==> config.mk <==
export PLATFORM = sky130hd
export DESIGN_NAME = imem_loader
export DESIGN_NICKNAME = d
export VERILOG_FILES = /design/src/rtl/rv32_pkg.sv /design/src/rtl/imem_loader_pack.sv /design/src/rtl/imem_loader.sv
export SDC_FILE = /design/constraint.sdc
export NUM_CORES = 1
export LEC_CHECK = 0
export BUFFER_PORTS_ARGS = -buffer_cell sky130_fd_sc_hd__clkbuf_2
export CORE_UTILIZATION = 50
export DETAILED_ROUTE_END_ITERATION = 12
export PLACE_DENSITY = 0.72
export SLEW_MARGIN = 40
export SYNTH_ARGS = -nofsm -noshare
export SYNTH_HDL_FRONTEND = slang
export SYNTH_HIERARCHICAL = 1
export SYNTH_SLANG_ARGS = --single-unit
==> constraint.sdc <==
create_clock -name clk -period 2.25 [get_ports clk]
set_input_delay 0.225 -clock clk [delete_from_list [all_inputs] [get_ports clk]]
set_output_delay 0.225 -clock clk [all_outputs]
set_load 0.05 [all_outputs]
==> src/rtl/rv32_pkg.sv <==
// Shared types for the instruction-memory loader: FSM state encoding and stream length width.
package rv32_pkg;

  localparam int LOADER_LEN_W = 16;

  typedef enum logic [2:0] {
    ST_IDLE,
    ST_LEN_LO,
    ST_LEN_HI,
    ST_DATA,
    ST_CSUM,
    ST_DONE,
    ST_ERR
  } loader_state_e;

  typedef logic [LOADER_LEN_W:0] len_ext_t;

  function automatic logic loader_busy(input loader_state_e s);
    return (s == ST_LEN_LO) || (s == ST_LEN_HI) || (s == ST_DATA) || (s == ST_CSUM);
  endfunction

endpackage

==> src/rtl/imem_loader_pack.sv <==
// Byte-to-word assembler: collects four little-endian bytes and emits a one-cycle word_valid
// with the completed word held stable in word_data until the next word completes.
module imem_loader_pack
  import rv32_pkg::*;
(
  input  logic        clk,
  input  logic        rst_n,
  input  logic        clear,
  input  logic        byte_valid,
  input  logic [7:0]  byte_data,
  output logic [1:0]  byte_cnt,
  output logic        word_valid,
  output logic [31:0] word_data
);

  logic [23:0] shreg;

  // word_data is a separate register so the next word can start shifting in
  // during the cycle the previous word is being written.
  always_ff @(posedge clk or negedge rst_n) begin
    if (!rst_n) begin
      byte_cnt   <= 2'd0;
      shreg      <= 24'd0;
      word_valid <= 1'b0;
      word_data  <= 32'd0;
    end else begin
      word_valid <= 1'b0;
      if (clear) begin
        byte_cnt <= 2'd0;
        shreg    <= 24'd0;
      end else if (byte_valid) begin
        byte_cnt <= byte_cnt + 2'd1;
        if (byte_cnt == 2'd3) begin
          word_data  <= {byte_data, shreg};
          word_valid <= 1'b1;
        end else begin
          shreg <= {byte_data, shreg[23:8]};
        end
      end
    end
  end

endmodule

==> src/rtl/imem_loader.sv <==
// Loads an instruction image from a byte stream into IMEM, holding the core in reset
// until the image arrives with a good checksum.
//
// state   | meaning
// IDLE    | no session yet; core runs the built-in image
// LEN_LO  | waiting for word-count low byte
// LEN_HI  | waiting for word-count high byte; range check
// DATA    | receiving payload bytes, writing one word per 4 bytes
// CSUM    | waiting for XOR checksum byte
// DONE    | image loaded and verified; core released
// ERR     | length or checksum failure; core held in reset
module imem_loader
  import rv32_pkg::*;
#(
  parameter int DEPTH_WORDS = 2048,
  parameter int ADDR_W      = $clog2(DEPTH_WORDS)
) (
  input  logic              clk,
  input  logic              rst_n,
  input  logic              load_req,
  input  logic              in_valid,
  input  logic [7:0]        in_data,
  output logic              in_ready,
  output logic              imem_we,
  output logic [ADDR_W-1:0] imem_addr,
  output logic [31:0]       imem_wdata,
  output logic              core_rst_n,
  output logic              done,
  output logic              err
);

  localparam len_ext_t DEPTH_L = len_ext_t'(DEPTH_WORDS);

  loader_state_e           state;
  loader_state_e           nxt;
  logic [7:0]              len_lo;
  logic [LOADER_LEN_W-1:0] len;
  logic [LOADER_LEN_W-1:0] words_done;
  logic [7:0]              csum;
  logic [1:0]              byte_cnt;
  logic                    accept;
  logic                    start;
  logic                    data_byte;
  logic [LOADER_LEN_W-1:0] len_full;

  assign accept    = in_valid && in_ready;
  assign start     = load_req && ((state == ST_IDLE) || (state == ST_DONE) || (state == ST_ERR));
  assign data_byte = accept && (state == ST_DATA);
  assign len_full  = {in_data, len_lo};

  always_comb begin
    nxt = state;
    case (state)
      ST_IDLE, ST_DONE, ST_ERR: if (load_req) nxt = ST_LEN_LO;
      ST_LEN_LO: if (accept) nxt = ST_LEN_HI;
      ST_LEN_HI: begin
        if (accept) begin
          if ({1'b0, len_full} > DEPTH_L)  nxt = ST_ERR;
          else if (len_full == '0)         nxt = ST_CSUM;
          else                             nxt = ST_DATA;
        end
      end
      ST_DATA: begin
        if (accept && (byte_cnt == 2'd3) && (words_done == len - 1'b1)) nxt = ST_CSUM;
      end
      ST_CSUM: if (accept) nxt = (in_data == csum) ? ST_DONE : ST_ERR;
      default: nxt = ST_IDLE;
    endcase
  end

  // Outputs are registered from the next state so they always agree with state.
  always_ff @(posedge clk or negedge rst_n) begin
    if (!rst_n) begin
      state      <= ST_IDLE;
      in_ready   <= 1'b0;
      core_rst_n <= 1'b0;
      done       <= 1'b0;
      err        <= 1'b0;
      len_lo     <= 8'd0;
      len        <= '0;
      words_done <= '0;
      csum       <= 8'd0;
      imem_addr  <= '0;
    end else begin
      state      <= nxt;
      in_ready   <= loader_busy(nxt);
      core_rst_n <= (nxt == ST_IDLE) || (nxt == ST_DONE);
      done       <= (nxt == ST_DONE);
      err        <= (nxt == ST_ERR);
      if (start) begin
        len_lo     <= 8'd0;
        len        <= '0;
        words_done <= '0;
        csum       <= 8'd0;
      end
      if (accept && (state == ST_LEN_LO)) len_lo <= in_data;
      if (accept && (state == ST_LEN_HI)) len <= len_full;
      if (data_byte) begin
        csum <= csum ^ in_data;
        if (byte_cnt == 2'd3) begin
          imem_addr  <= words_done[ADDR_W-1:0];
          words_done <= words_done + 1'b1;
        end
      end
    end
  end

  imem_loader_pack u_pack (
    .clk        (clk),
    .rst_n      (rst_n),
    .clear      (start),
    .byte_valid (data_byte),
    .byte_data  (in_data),
    .byte_cnt   (byte_cnt),
    .word_valid (imem_we),
    .word_data  (imem_wdata)
  );

endmodule

After elaboration in Yosys (flattened, before gate mapping)
Cells that the tools add are included.
- register bits after elaboration: 125
- input bits: 12
- output and inout port bits: 48
- word-level logic and storage cells: 84
- add/sub/neg operators: 3
- magnitude comparators: 1
- equal/unequal tests: 16
- mux-type cells: 25
- bitwise logic cells: 2
- reductions and logical operators: 23
- operators with widths (cell ; count):
    16-bit 2-to-1 mux ; 5
    24-bit 2-to-1 mux ; 3
    8-bit 2-to-1 mux ; 3
    3-bit 2-to-1 mux ; 7
    3-bit equality test, second input constant ; 6
    16-bit by 1-bit adder with 16-bit output, second input constant ; 1
    16-bit equality test ; 1
    16-bit by 12-bit > comparator with 1-bit output, second input constant ; 1
    16-bit logical NOT ; 1
    16-bit by 1-bit subtractor with 16-bit output, second input constant ; 1
    3-bit case mux with 5 select lines ; 1
    3-bit by 2-bit equality test with 1-bit output, second input constant ; 4
    8-bit equality test ; 1
    8-bit bitwise XOR ; 1
    1-bit logical AND ; 7
    3-bit by 1-bit equality test with 1-bit output, second input constant ; 2
    3-bit logical NOT ; 2
    1-bit logical OR ; 6
    2-bit 2-to-1 mux ; 3
    2-bit nonzero test ; 3
    2-bit AND reduction ; 2
    1-bit 2-to-1 mux ; 3
    3-bit AND reduction ; 1
    3-bit OR reduction ; 1
    4 further kinds ; 4

Logic depth before layout (Yosys ltp)
- depth after elaboration: 9
- mapped depth: 10
- mapped depth without buffers: 9

Hierarchy
The synthesis kept the hierarchy.
- by module, submodules not included (module ; times used ; cells each ; area an instance (um^2) ; sequential area each (um^2)):
    imem_loader ; 1 ; 406 ; 3669.8 ; 1651.6
    imem_loader_pack ; 1 ; 184 ; 2413.6 ; 1476.4

Least setup slack after synthesis
OpenSTA, ideal clock, no wires.
- path type: register to register
- from: register state[2]
- to: register u_pack.word_data[0]
- library setup time: 125 ps
- arrival time: 2248 ps
- data required time: 2125 ps
- setup slack: -123 ps
- stages on the path, launching flop included: 11
- buffers on the path: 4
- period minus slack after synthesis: 2373 ps
- cell sequence: dfrtp_1 > clkbuf_1 > nor2b_1 > and2_1 > o21ai_1 > inv_1 > clkbuf_1 > buf_2 > nand3b_4 > buf_6 > mux2_4
- longest elaborated chain between the ends: 6
- elaborated cells between the ends (all ways): 10
- those cells by class: eq/ne (3); bitwise (1); reduce/logical (6)
- ends and longest elaborated chain (what ; line ; RTL):
    start: declaration ; imem_loader.sv:34 ; loader_state_e state;
    start signal: assignment ; imem_loader.sv:85 ; state <= nxt;
    3-bit equality test or 3-bit logical NOT (tied branches) ; imem_loader.sv:47 ; assign start = load_req && ((state == ST_IDLE) || (state == ST_DONE) || (state == ST_ERR));
    1-bit logical OR ; imem_loader.sv:47 ;
    1-bit logical OR (*) ; imem_loader.sv:47 ;
    1-bit logical AND (*) ; imem_loader.sv:47 ;
    net start ; imem_loader.sv:42 ; logic start;
    1-bit NOT (no source line) (*) ; n/a ;
    3-bit AND reduction (no source line) (*) ; n/a ;
    end signal: assignment ; imem_loader_pack.sv:34 ; word_data <= {byte_data, shreg};
    end: declaration ; imem_loader_pack.sv:13 ; output logic [31:0] word_data
The timed path passes the listed nets; every way through them passes the cells marked *.
A chain may end at the register's enable or synchronous reset.

Worst setup path in the final report
- from: register len[0]
- to: register state[0]
- longest elaborated chain between the ends: 5
- ends and longest elaborated chain (what ; line ; RTL):
    start: declaration ; imem_loader.sv:37 ; logic [LOADER_LEN_W-1:0] len;
    start signal: assignment ; imem_loader.sv:97 ; if (accept && (state == ST_LEN_HI)) len <= len_full;
    16-bit by 1-bit subtractor with 16-bit output ; imem_loader.sv:64 ; if (accept && (byte_cnt == 2'd3) && (words_done == len - 1'b1)) nxt = ST_CSUM;
    16-bit equality test ; imem_loader.sv:64 ;
    1-bit logical AND ; imem_loader.sv:64 ;
    3-bit 2-to-1 mux ; imem_loader.sv:64 ;
    3-bit case mux with 5 select lines ; imem_loader.sv:53 ; case (state)
    net nxt[0] ; imem_loader.sv:35 ; loader_state_e nxt;
The timed path passes the listed nets, and every way through them passes these cells.

==> summary.txt <==
antenna cells -> 0
layout cells sized above 1 -> 29.6%
top-area cell type share of the netlist area -> 51.4%
die area -> 12600 um2
slew margin rel. -> 68.4%
post-synthesis instance area -> 6080 um2
Final Hold Vio Count -> 0
top cells by area, synth -> dfrtp_1 51%, nand2_1 8.3%, mux2_4 7.2%
Layout Skew -> 0.00559 ns
Tcrit/Tclk final -> 102%
Worst-Skew Late Latency -> 0.42 ns
CP Data Arrival Time -> 2.59 ns
Worst VDD drop -> 0.746 mV
Max Root-Sink Buffers -> 2
CTS clk-pin slew, worst paths -> 0.06 ns
synthesized area per cell -> 10.3 um2
Row Count -> 39
Yosys top cell by area -> dfrtp_1
CTS Buf Count -> 17
CTS sink cnt -> 125
Tmin final -> 2.30 ns
post-synthesis mux area share -> 11.1%
drt via density -> 5.55
xor/xnor share of the synthesized area -> 4.75%
commonest non-fill, non-tap cells in the layout -> 135 x nand2_1, 124 x dfrtp_1, 58 x clkbuf_2
# setup viols final -> 3
Seq cells post-synth -> 125
RSZ-0062 raised after global routing -> true
core area -> 11600 um2
R2R setup slack -> -0.05 ns
largest family of logic cells by synthesized area -> simple AND/OR/NAND/NOR gates
PnR Total Power -> 0.00962 W
DIE HEIGHT -> 112 um
dpl ws -> -0.0414 ns
simple-gate portion of the synthesized area -> 21.1%
Starting DRT DRC Count -> 270
CP endpoint kind -> flip-flop
initial antenna violation count -> 0
Final Slew Violations -> 0
Post-synth EDFFs -> 0
count of input and output buffers -> 59
syn_nets -> 605
Die X -> 112 um
first-pass GRT wire length -> 23600 um
gr usage total -> 24.3%
routed vias -> 4658
WS Path Type -> reg2reg
Leakage -> 3.80 nW
PnR worst setup slack -> -0.0481 ns
Reg-to-Reg End -> state[0]
Final #Nets -> 700
Yosys warnings -> 6
r2r worst-path depth -> 9
asr flop ratio synth -> 100%
Ports -> 60
Max Cap Violations -> 0
Pre-Repair DR Iteration Count -> 11
RePlAce Congestion -> 0.848
Hold WS -> 0.0911 ns
Min-Delay Path Class -> in2reg
CP Data Required Time -> 2.54 ns
synth unique cells -> 58
largest net degree at the start of global routing -> 68
GRT overflow -> 0
Setup TNS -> -0.108 ns
clock root buffer -> clkbuf_16
commonest non-fill, non-tap cell in the layout -> nand2_1
reg2reg start -> len[0]
PD cells -> 1300 nW/um2
register area share after synthesis -> 51.4%
violated checks -> DRC, setup timing
Starting Density -> 52.4%
htree depth -> 4
Syn Inst Count -> 590
status -> finished with violations
Final Util -> 64.0%
crit-path max FO -> 5
worst slew pin tran -> 0.474 ns
CTS tree -> done
Routed Antenna Nets -> 0
prevailing post-synth register cell -> dfrtp_1
area growth from synthesis to final layout -> 22.1%
Critical Path Start -> len[0]
Post-Synth Adder-Cell Area -> 0.617%
WL per Instance -> 16.7 um
total routed wirelength -> 14000 um
DRC viols -> 2
kind of start point of the critical path -> flip-flop
Post-DP HPWL -> 9340 um
Worst Setup EP -> state[0]
compound-cell area share of the yosys netlist -> 7.71%
Fmax -> 435 MHz
vias in the first global route -> 4586
## power by group
part	switching (W)	total [W]	internal, W
Clock	0.00103	0.00272	0.00169
Combinational	0.00212	0.00373	0.00161
Sequential	0.000468	0.00317	0.00271
Total	0.00362	0.00962	0.00601
## registers in the layout (all words and copies together), names as in the netlist, 2 cells and up
signal            cells
u_pack/byte_cnt       2
state                 3
words_done           16
len_lo                8
len                  16
u_pack/shreg         24
imem_addr            11
csum                  8
u_pack/word_data     32
## worst min-delay path by stage
stage | start | to | slack (ns) | depth (start not counted)
final | in_data[4] | csum[4] | 0.09 | 3
after global routing | in_data[4] | csum[4] | 0.1 | 3
after CTS | in_data[4] | csum[4] | 0.07 | 3
after detailed placement | rst_n | state[2] | 0.22 | 1
after global placement | rst_n | words_done[0] | 0.21 | 1
after floorplan | rst_n | core_rst_n | -0.07 | 0
## synthesized netlist by cell type (all sizes together) (2+ instances only)
cell type and n:
o22ai 2, or2 2, inv 8, xor2 19
nor4 8, nand4 6, buf 14, mux2i 7
ha 3, nand3 40, a21oi 34, nor2 23
dfrtp 125, nand2 135, o21ai 25, clkbuf 16
xnor2 14, or3 2, nor2b 7, a2111oi 2
nor3 13, and2 3, and3 7, nand3b 3
a31oi 2, mux2 44, o31ai 2, o32ai 2
nand2b 6
## critical path, cell delays in order, from the launching register on
cell	delay, ns
dfrtp_1	0.41
inv_2	0.09
ha_4	0.13
or4b_4	0.50
o21ai_2	0.13
and3_1	0.15
nand4_1	0.15
nor4b_4	0.38
nand2b_4	0.19
nand2_1	0.05
## timing repair
action	CTS	global route
pin swaps	6	3
resized for setup	7	4
hold endpoints to repair	33	0
hold buffers	1	0
setup endpoints to repair	4	62
setup buffers	3	2
## routing by layer
| layer | wire, um | global-route usage (%) |
|---|---|---|
| met5 | 0 | 0 |
| met1 | 6270 | 33.3 |
| met3 | 666 | 4.86 |
| met4 | 216 | 10.4 |
| met2 | 6880 | 37.9 |
## final cells by class
cell class                      instances  area, um2
Fill cell                             927       4180
Timing Repair Buffer                  106        691
Clock inverter                         12        138
Inverter                                8       30.0
Sequential cell                       125       3130
Multi-Input combinational cell        427       2810
Tap cell                              143        179
Clock buffer                           19        453
## stage by stage
step,std cells,area [um2]
2_1_floorplan,590,6090
4_1_cts,838,7400
3_5_place_dp,803,6740
5_1_grt,840,7430
6_report,840,7430
3_3_place_gp,803,6740
## logic make-up after synthesis
| group | Yosys count |
|---|---|
| AO/OA/AOI/OAI | 79 |
| flip-flops | 125 |
| buffers and inverters | 38 |
| adder cells (fa/ha/maj) | 3 |
| multiplexers | 51 |
| XOR/XNOR | 33 |
| AND/OR/NAND/NOR | 261 |
No activity file was read; power rests on OpenSTA's default activity.
